File: src/rtl/ttt_pkg.sv
// Shared tic-tac-toe definitions: cell codes, sequencer states and square range.
// Used by the game controller and the VGA renderer.
package ttt_pkg;

    typedef enum logic [1:0] {
        S_IDLE  = 2'd0,
        S_TURN  = 2'd1,
        S_CHECK = 2'd2,
        S_OVER  = 2'd3
    } state_t;

    localparam logic [1:0] CELL_EMPTY = 2'b00;
    localparam logic [1:0] CELL_P1    = 2'b01;
    localparam logic [1:0] CELL_P2    = 2'b10;

    localparam logic [7:0] SQ_MIN    = 8'd1;
    localparam logic [7:0] SQ_MAX    = 8'd9;
    localparam int         NUM_CELLS = 9;
    localparam logic [3:0] MAX_MOVES = 4'd9;

    function automatic logic [1:0] player_code(input logic player);
        return player ? CELL_P2 : CELL_P1;
    endfunction

endpackage

File: src/rtl/ttt_line_check.sv
// Combinational three-in-a-row detector: flags whether the given mark owns any
// of the 3 rows, 3 columns or 2 diagonals of the board.
module ttt_line_check (
    input  logic [17:0] board,
    input  logic [1:0]  mark,
    output logic        win
);

    logic [8:0] owned;

    always_comb begin
        owned = '0;
        for (int i = 0; i < 9; i++) begin
            owned[i] = (board[2*i +: 2] == mark);
        end
    end

    assign win = (&owned[2:0]) | (&owned[5:3]) | (&owned[8:6])
               | (owned[0] & owned[3] & owned[6])
               | (owned[1] & owned[4] & owned[7])
               | (owned[2] & owned[5] & owned[8])
               | (owned[0] & owned[4] & owned[8])
               | (owned[2] & owned[4] & owned[6]);

endmodule

File: src/rtl/ttt_game_ctrl.sv
// Tic-tac-toe game sequencer: owns the board, alternates turns, rejects illegal moves, detects win/draw.
// Optional per-move forfeit timer enabled by defining TTT_TURN_TIMEOUT_EN.
module ttt_game_ctrl
    import ttt_pkg::*;
#(
    parameter logic        FIRST_PLAYER   = 1'b0,
    parameter logic [27:0] TIMEOUT_CYCLES = 28'd250000000
) (
    input  logic        clk,
    input  logic        clr,
    input  logic        start,
    input  logic        select,
    input  logic [7:0]  square_num,
    output logic [17:0] board,
    output logic        cur_player,
    output logic [3:0]  move_count,
    output logic        move_reject,
    output logic        player_1_win,
    output logic        player_2_win,
    output logic        draw,
    output logic        game_over
);

    state_t      state_q, state_n;
    logic [17:0] board_q, board_n;
    logic        cur_q, cur_n;
    logic [3:0]  cnt_q, cnt_n;
    logic        rej_q, rej_n;
    logic        p1_q, p1_n;
    logic        p2_q, p2_n;
    logic        draw_q, draw_n;

    logic        in_range;
    logic [3:0]  cell_idx;
    logic [1:0]  sel_cell;
    logic        legal;
    logic [1:0]  mover;
    logic        mover_wins;

    assign mover    = player_code(cur_q);
    assign in_range = (square_num >= SQ_MIN) && (square_num <= SQ_MAX);
    assign cell_idx = square_num[3:0] - 4'd1;

    always_comb begin
        sel_cell = CELL_EMPTY;
        for (int i = 0; i < NUM_CELLS; i++) begin
            if (cell_idx == 4'(i)) sel_cell = board_q[2*i +: 2];
        end
    end

    assign legal = in_range && (sel_cell == CELL_EMPTY);

    // The registered board already holds the new mark by the time CHECK runs.
    ttt_line_check u_line_check (
        .board (board_q),
        .mark  (mover),
        .win   (mover_wins)
    );

`ifdef TTT_TURN_TIMEOUT_EN
    logic [27:0] timer_q, timer_n;
    logic        timeout_hit;

    assign timeout_hit = (state_q == S_TURN) && !start && !select
                       && (timer_q == TIMEOUT_CYCLES - 28'd1);

    always_comb begin
        timer_n = timer_q + 28'd1;
        if (start || select || timeout_hit || (state_q != S_TURN)) timer_n = '0;
    end

    always_ff @(posedge clk) begin
        if (clr) timer_q <= '0;
        else     timer_q <= timer_n;
    end
`else
    logic unused_timeout;
    assign unused_timeout = ^TIMEOUT_CYCLES;
`endif

    always_ff @(posedge clk) begin
        if (clr) begin
            state_q <= S_IDLE;
            board_q <= '0;
            cur_q   <= FIRST_PLAYER;
            cnt_q   <= '0;
            rej_q   <= 1'b0;
            p1_q    <= 1'b0;
            p2_q    <= 1'b0;
            draw_q  <= 1'b0;
        end else begin
            state_q <= state_n;
            board_q <= board_n;
            cur_q   <= cur_n;
            cnt_q   <= cnt_n;
            rej_q   <= rej_n;
            p1_q    <= p1_n;
            p2_q    <= p2_n;
            draw_q  <= draw_n;
        end
    end

    // start overrides everything, including a same-cycle select or a pending CHECK.
    always_comb begin
        state_n = state_q;
        board_n = board_q;
        cur_n   = cur_q;
        cnt_n   = cnt_q;
        rej_n   = 1'b0;
        p1_n    = p1_q;
        p2_n    = p2_q;
        draw_n  = draw_q;

        if (start) begin
            state_n = S_TURN;
            board_n = '0;
            cur_n   = FIRST_PLAYER;
            cnt_n   = '0;
            p1_n    = 1'b0;
            p2_n    = 1'b0;
            draw_n  = 1'b0;
        end else begin
            case (state_q)
                S_TURN: begin
                    if (select) begin
                        if (legal) begin
                            for (int i = 0; i < NUM_CELLS; i++) begin
                                if (cell_idx == 4'(i)) board_n[2*i +: 2] = mover;
                            end
                            cnt_n   = (cnt_q == MAX_MOVES) ? cnt_q : cnt_q + 4'd1;
                            state_n = S_CHECK;
                        end else begin
                            rej_n = 1'b1;
                        end
                    end
`ifdef TTT_TURN_TIMEOUT_EN
                    else if (timeout_hit) begin
                        cur_n = ~cur_q;
                    end
`endif
                end
                S_CHECK: begin
                    if (mover_wins) begin
                        if (cur_q) p2_n = 1'b1;
                        else       p1_n = 1'b1;
                        state_n = S_OVER;
                    end else if (cnt_q == MAX_MOVES) begin
                        draw_n  = 1'b1;
                        state_n = S_OVER;
                    end else begin
                        cur_n   = ~cur_q;
                        state_n = S_TURN;
                    end
                end
                default: ;
            endcase
        end
    end

    assign board        = board_q;
    assign cur_player   = cur_q;
    assign move_count   = cnt_q;
    assign move_reject  = rej_q;
    assign player_1_win = p1_q;
    assign player_2_win = p2_q;
    assign draw         = draw_q;
    assign game_over    = (state_q == S_OVER);

endmodule

File: config.mk
export PLATFORM = sky130hd
export DESIGN_NAME = ttt_game_ctrl
export DESIGN_NICKNAME = d
export VERILOG_FILES = /design/src/rtl/ttt_pkg.sv /design/src/rtl/ttt_line_check.sv /design/src/rtl/ttt_game_ctrl.sv
export SDC_FILE = /design/constraint.sdc
export NUM_CORES = 1
export LEC_CHECK = 0
export BUFFER_PORTS_ARGS = -buffer_cell sky130_fd_sc_hd__clkbuf_2
export CAP_MARGIN = 5
export CORE_AREA = 2 2 64 66
export DETAILED_ROUTE_END_ITERATION = 8
export DIE_AREA = 0 0 66 68
export MAX_ROUTING_LAYER = met4
export PLACE_DENSITY = 0.72
export SYNTH_ARGS = -nofsm -noshare
export SYNTH_HDL_FRONTEND = slang
export SYNTH_SLANG_ARGS = --single-unit
File: constraint.sdc
create_clock -name clk -period 1.77 [get_ports clk]
set_input_delay 0.0885 -clock clk [delete_from_list [all_inputs] [get_ports clk]]
set_output_delay 0.0885 -clock clk [all_outputs]
set_load 0.005 [all_outputs]
; After elaboration in Yosys (flattened, before gate mapping)
; Cells that the tools add are included.
[word_totals]
inputBits = 12
mem_count = 0
mem_bits_ro = 0
output_inout_bits = 28
register_bits = 29
latchBits = 0
mem_bits_rw = 0
word_cells = 112
[op_classes]
n_bitwise = 22
reduce_logical = 27
n_eq_ne = 25
n_addsub = 2
n_lt_le_gt_ge = 2
mux = 17
div = 0
shift = 0
multipliers = 0
[op_table]
columns = operator, n
row1 = 4-bit AND reduction, 10
row2 = 2-bit 2-to-1 mux, 14
row3 = 3-bit AND reduction, 9
row4 = 2-bit == test, 9
row5 = "4-bit by 3-bit == test with 1-bit output, second input constant", 4
row6 = 1-bit bitwise AND, 10
row7 = "4-bit by 2-bit == test with 1-bit output, second input constant", 2
row8 = "4-bit == test, second input constant", 2
row9 = "8-bit by 1-bit >= comparator with 1-bit output, second input constant", 1
row10 = "8-bit by 4-bit less-or-equal comparator with 1-bit output, second input constant", 1
row11 = 1-bit bitwise OR, 7
row12 = "3-bit inequality test, second input constant", 2
row13 = 1-bit NOT, 5
row14 = "4-bit by 1-bit adder with 4-bit output, second input constant", 1
row15 = "2-bit == test, second input constant", 2
row16 = "4-bit by 1-bit == test with 1-bit output, second input constant", 1
row17 = 4-bit zero test, 1
row18 = "2-bit inequality test, second input constant", 2
row19 = 2-bit one-hot mux with 2 select lines, 1
row20 = 4-bit OR reduction, 1
row21 = "4-bit by 1-bit subtractor with 4-bit output, second input constant", 1
row22 = 3-bit nonzero test, 1
row23 = "2-bit by 1-bit == test with 1-bit output, second input constant", 1
row24 = 1-bit logical AND, 2
row25 = 4 further kinds, 5

; Depth between registers and ports, before layout
[logic_depth]
depth_word = 17
mapped_depth = 8
ltp_nobuf = 6

; Cells and area by module
; Synthesis repeated with hierarchy kept, for this count alone.
[unflattened]
cells_unflattened = 214
area_unflattened_um2 = 1739.2
[by_module_without_submodules]
columns = mod, area_per_inst_um2, cells_per_inst, n_inst
row1 = ttt_game_ctrl, 1375.1, 161, 1
row2 = ttt_line_check, 364.1, 53, 1

; Worst setup path after synthesis
; OpenSTA, ideal clock, no wires.
[synth_path]
kind = flip-flop to flip-flop
from = reg board_q[8] (netlist: board[8])
to = reg draw_q (netlist: draw)
period_less_slack_ps = 1776
t_required_ps = 1653
path_stages_with_launch = 7
arrival_time_ps = 1658
slack_ps = -6
cell_sequence = dfxtp_1 > or3b_2 > o22ai_1 > o21ai_0 > and4_1 > clkbuf_1 > a32o_1
[synth_via]
elab_chain_len = 11
[synth_lines]
columns = item, line_no
row1 = from (decl), ttt_game_ctrl.sv:25  ; logic [17:0] board_q, board_n;
row2 = from (signal assigned), ttt_game_ctrl.sv:93  ; board_q <= board_n;
row3 = 2-bit == test *, ttt_line_check.sv:14  ; owned[i] = (board[2*i +: 2] == mark);
row4 = 3-bit AND reduction, ttt_line_check.sv:18  ; assign win = (&owned[2:0]) | (&owned[5:3]) | (&owned[8:6])
row5 = 1-bit bitwise OR (2 in series), ttt_line_check.sv:18
row6 = 1-bit bitwise OR, ttt_line_check.sv:19  ; | (owned[0] & owned[3] & owned[6])
row7 = 1-bit bitwise OR, ttt_line_check.sv:20  ; | (owned[1] & owned[4] & owned[7])
row8 = 1-bit bitwise OR, ttt_line_check.sv:21  ; | (owned[2] & owned[5] & owned[8])
row9 = 1-bit bitwise OR, ttt_line_check.sv:22  ; | (owned[0] & owned[4] & owned[8])
row10 = 1-bit bitwise OR *, ttt_line_check.sv:23  ; | (owned[2] & owned[4] & owned[6]);
row11 = 1-bit NOT (no line) *, --
row12 = 3-bit AND reduction (no line) *, --
row13 = to (signal assigned), ttt_game_ctrl.sv:99  ; draw_q <= draw_n;
row14 = to (decl), ttt_game_ctrl.sv:31  ; logic draw_q, draw_n;
; Every way passes the cells marked *; elsewhere a longest branch is shown, timed or not.
; A chain may end at the register's enable or synchronous reset.

; Worst setup path after layout
[layout_path]
from = reg cur_q (netlist: cur_player)
to = reg cur_q (netlist: cur_player)
[layout_via]
elab_chain_len = 12
[layout_lines]
columns = item, line_no
row1 = from (decl), ttt_game_ctrl.sv:26  ; logic cur_q, cur_n;
row2 = from (signal assigned), ttt_game_ctrl.sv:94  ; cur_q <= cur_n;
row3 = 2-bit 2-to-1 mux, ttt_pkg.sv:22  ; return player ? CELL_P2 : CELL_P1;
row4 = 2-bit == test, ttt_line_check.sv:14
row5 = 3-bit AND reduction, ttt_line_check.sv:18
row6 = 1-bit bitwise OR (2 in series), ttt_line_check.sv:18
row7 = 1-bit bitwise OR, ttt_line_check.sv:19
row8 = 1-bit bitwise OR, ttt_line_check.sv:20
row9 = 1-bit bitwise OR, ttt_line_check.sv:21
row10 = 1-bit bitwise OR, ttt_line_check.sv:22
row11 = 1-bit bitwise OR, ttt_line_check.sv:23
row12 = 1-bit NOT (no line), --
row13 = 3-bit AND reduction (no line), --
; Several ways; a longest one is shown, not always the timed one.

==> results.py <==
metrics = {
    "status": {
        "status": "completed",
    },
    "layout": {
        "instances_no_fill": 321,
        "drive_above_1_share_pct": 41.7,
        "final_core_util_pct": 60.5,
        "synthToLayoutAreaGrowth_pct": 44.2,
        "n_fill_cell": 358,
        "final_nets": 284,
        "final_area_um2": 2330,
        "diodes": 0,
    },
    "detailed_routing": {
        "wl_um": 4850,
        "route.detailed.drc": 0,
        "drt_iter0_drc": 114,
        "vias": 1771,
        "routed_via_density": 5.52,
        "postRouteAntennaNets": 0,
        "post_drt_wl_per_cell_um": 15.1,
        "drt_pass1_iterations": 4,
    },
    "floorplanning": {
        "core_area_um2": 3860,
        "dieHeight_um": 68,
        "die_w_um": 66,
        "initial_core_util_pct": 42.0,
        "rows": 23,
        "ios": 40,
        "dieArea_um2": 4490,
    },
    "place": {
        "place_inst": 310,
        "io_buffers": 39,
        "placed_area_um2": 2090,
        "hpwl_um": 3650,
        "place_congestion": 0.909,
        "pre_cts_ws_ps": -104,
    },
    "global_routing": {
        "grtUsageMet3_pct": 5.59,
        "grt_busiest_layer": "met2",
        "grtUsageTotal_pct": 23.7,
        "globalRouteMet1Util_pct": 28.7,
        "grt_pass1_wl_um": 7780,
        "overflow": 0,
        "met2_usage_pct": 38.3,
        "grt_max_degree": 22,
        "first_global_vias": 1603,
        "antenna_found_initial": 0,
    },
    "sta": {
        "slew_violations": 0,
        "worstMarginPinSlew_ps": 598,
        "slew_headroom_pct": 60.0,
        "post-route-period-util_pct": 98.4,
        "fin_crit_ps": 1740,
        "setup_viol": 0,
        "hold_slack_ps": 72.9,
        "rsz0062_at_grt": "true",
        "finalHoldViolCount": 0,
        "max_freq_ghz": 0.574,
        "fin_worst_skew_ps": 9.95,
        "fin_ws_ps": 27.7,
    },
    "clock_network": {
        "cts.sinks": 29,
        "cts_tree": "done",
        "cts.reportedPaths.clkPinSlew_ps": 60,
        "clk_path_buf_depth": 2,
        "htree_levels": 2,
        "cts_root_buf": "clkbuf_8",
        "insertion_delay_ps": 290,
        "cts_buffers": 5,
    },
    "synth": {
        "synth_cells": 195,
        "ys_async_sr_fraction_pct": 0,
        "synth_top_family_by_area": "simple AND/OR/NAND/NOR gates",
        "ys.flop_type": "dfxtp_1",
        "syn_avg_cell_area_um2": 8.30,
        "synth_common_cells": "29 x dfxtp_1, 29 x nor2_1, 15 x nand2b_1",
        "ys_ff_latch": 29,
        "synthAdderAreaFrac_pct": 1.55,
        "ys_top_cells_by_area": "dfxtp_1 36%, nor2_1 6.7%, nand2b_1 5.8%, o22ai_1 3.9%, a41oi_1 3.2%",
        "synthMuxAreaShare_pct": 0,
        "synth_cell_type_count": 48,
        "synth_warnings": 0,
        "synth_largest_area_cell": "dfxtp_1",
        "syn_nets": 209,
        "seq_area_frac_synth_pct": 35.9,
        "synth_top_area_share_pct": 35.9,
        "netlist_area_um2": 1620,
        "synth_compound_area_share_pct": 24.7,
        "synth_xor_area_share_pct": 1.08,
        "synthSimpleGateAreaFrac_pct": 32.3,
        "synth-edff-count": 0,
    },
    "hold_path": {
        "worstHoldPathType": "input port to register",
    },
    "worst_setup_path": {
        "worstPathRequired_ps": 1980,
        "crit_path_end_kind": "register",
        "crit_arrival_ps": 1950,
        "critical_path_class": "register to register",
        "startpoint_type": "register",
        "crit_path_max_fanout": 10,
    },
    "power": {
        "leakage_uw": 0.000921,
        "powerDensity_nw_per_um2": 637,
        "worst_ir_drop_vdd_mv": 0.594,
    },
    "job": {
        "maxCapViolCount": 0,
    },
}
[cell usage in the layout, fill, tap and decap left out, types with 3 or more instances in the layout]
cell type,instances
clkbuf_8,6
clkbuf_2,39
o22ai_1,8
nand3_1,3
dfxtp_2,3
nor3_1,9
a41oi_1,4
nand3b_1,5
nand2_1,9
buf_4,36
dfxtp_1,24
o21ai_0,4
inv_1,5
nor2_1,29
o21a_1,6
nand2b_1,15
a21oi_1,7
[path summary, 6_finish.rpt]
check	from	end	slack (ps)	cells past startpoint
min reg2reg	player_1_win	player_1_win	460	2
max reg2reg	cur_player	cur_player	30	6
max	cur_player	cur_player	30	6
min	start	state_q[0]	70	3
[power by group]
group | total (µW) | internal [µW] | switching, µW
Combinational | 113 | 46.9 | 65.6
Clock | 718 | 459 | 260
Sequential | 654 | 652 | 2.02
[final cells by class]
| class | instances | area, µm² | share of cell area (%) |
|---|---|---|---|
| multi-input combinational | 151 | 1050 | 45.0 |
| sequential | 29 | 592 | 25.4 |
| timing repair buffer | 77 | 490 | 21.0 |
| clock buffer | 7 | 86.3 | 3.70 |
| tap | 50 | 62.6 | 2.68 |
| clock inverter | 1 | 30.0 | 1.29 |
| inverter | 6 | 22.5 | 0.966 |
[metrics by stage]
stage / total power, µW / TNS (ps)
after floorplan: 725 / 0
after global placement: 771 / -280
after detailed placement: 773 / -433
after CTS: 1490 / -6.93
after global routing: 1530 / -119
final: 1480 / 0
[layer usage]
layer  part of all wire, %  wire (µm)  up-vias
li1                      -          -      866
met1                    44       2140      834
met2                    47       2270       57
met3                   6.7        323       14
met4                   2.4        117        0
met5                     0          0        -
[repair_timing]
item                       CTS  global route
setup buffers                0             2
hold endpoints to repair     1             0
setup endpoints to repair   12            22
pin swaps                    1            14
gates resized for setup      5            22
hold buffers                 1             0
[registers in the layout, indices dropped and copies added, names as in the netlist]
register,cells
board,18
cur_player,1
draw,1
move_count,4
move_reject,1
player_1_win,1
player_2_win,1
state_q,2
[cells by family (layout without fill, tap and decap cells)]
family,Yosys count,in the layout
AOI/OAI and AO/OA,51,51
xor gates and xnor gates,2,2
adders and majority gates,2,2
buffers and inverters,15,91
DFF,29,29
and+or+nand+nor,96,96
[critical path: stages, from the launching register on]
cell and delay, ps:
dfxtp_4 380, or3b_4 440, o22ai_2 190, o21ai_0 120
and4_4 240, a21o_1 180, a21oi_1 110
No activity file was read; power rests on OpenSTA's default activity.
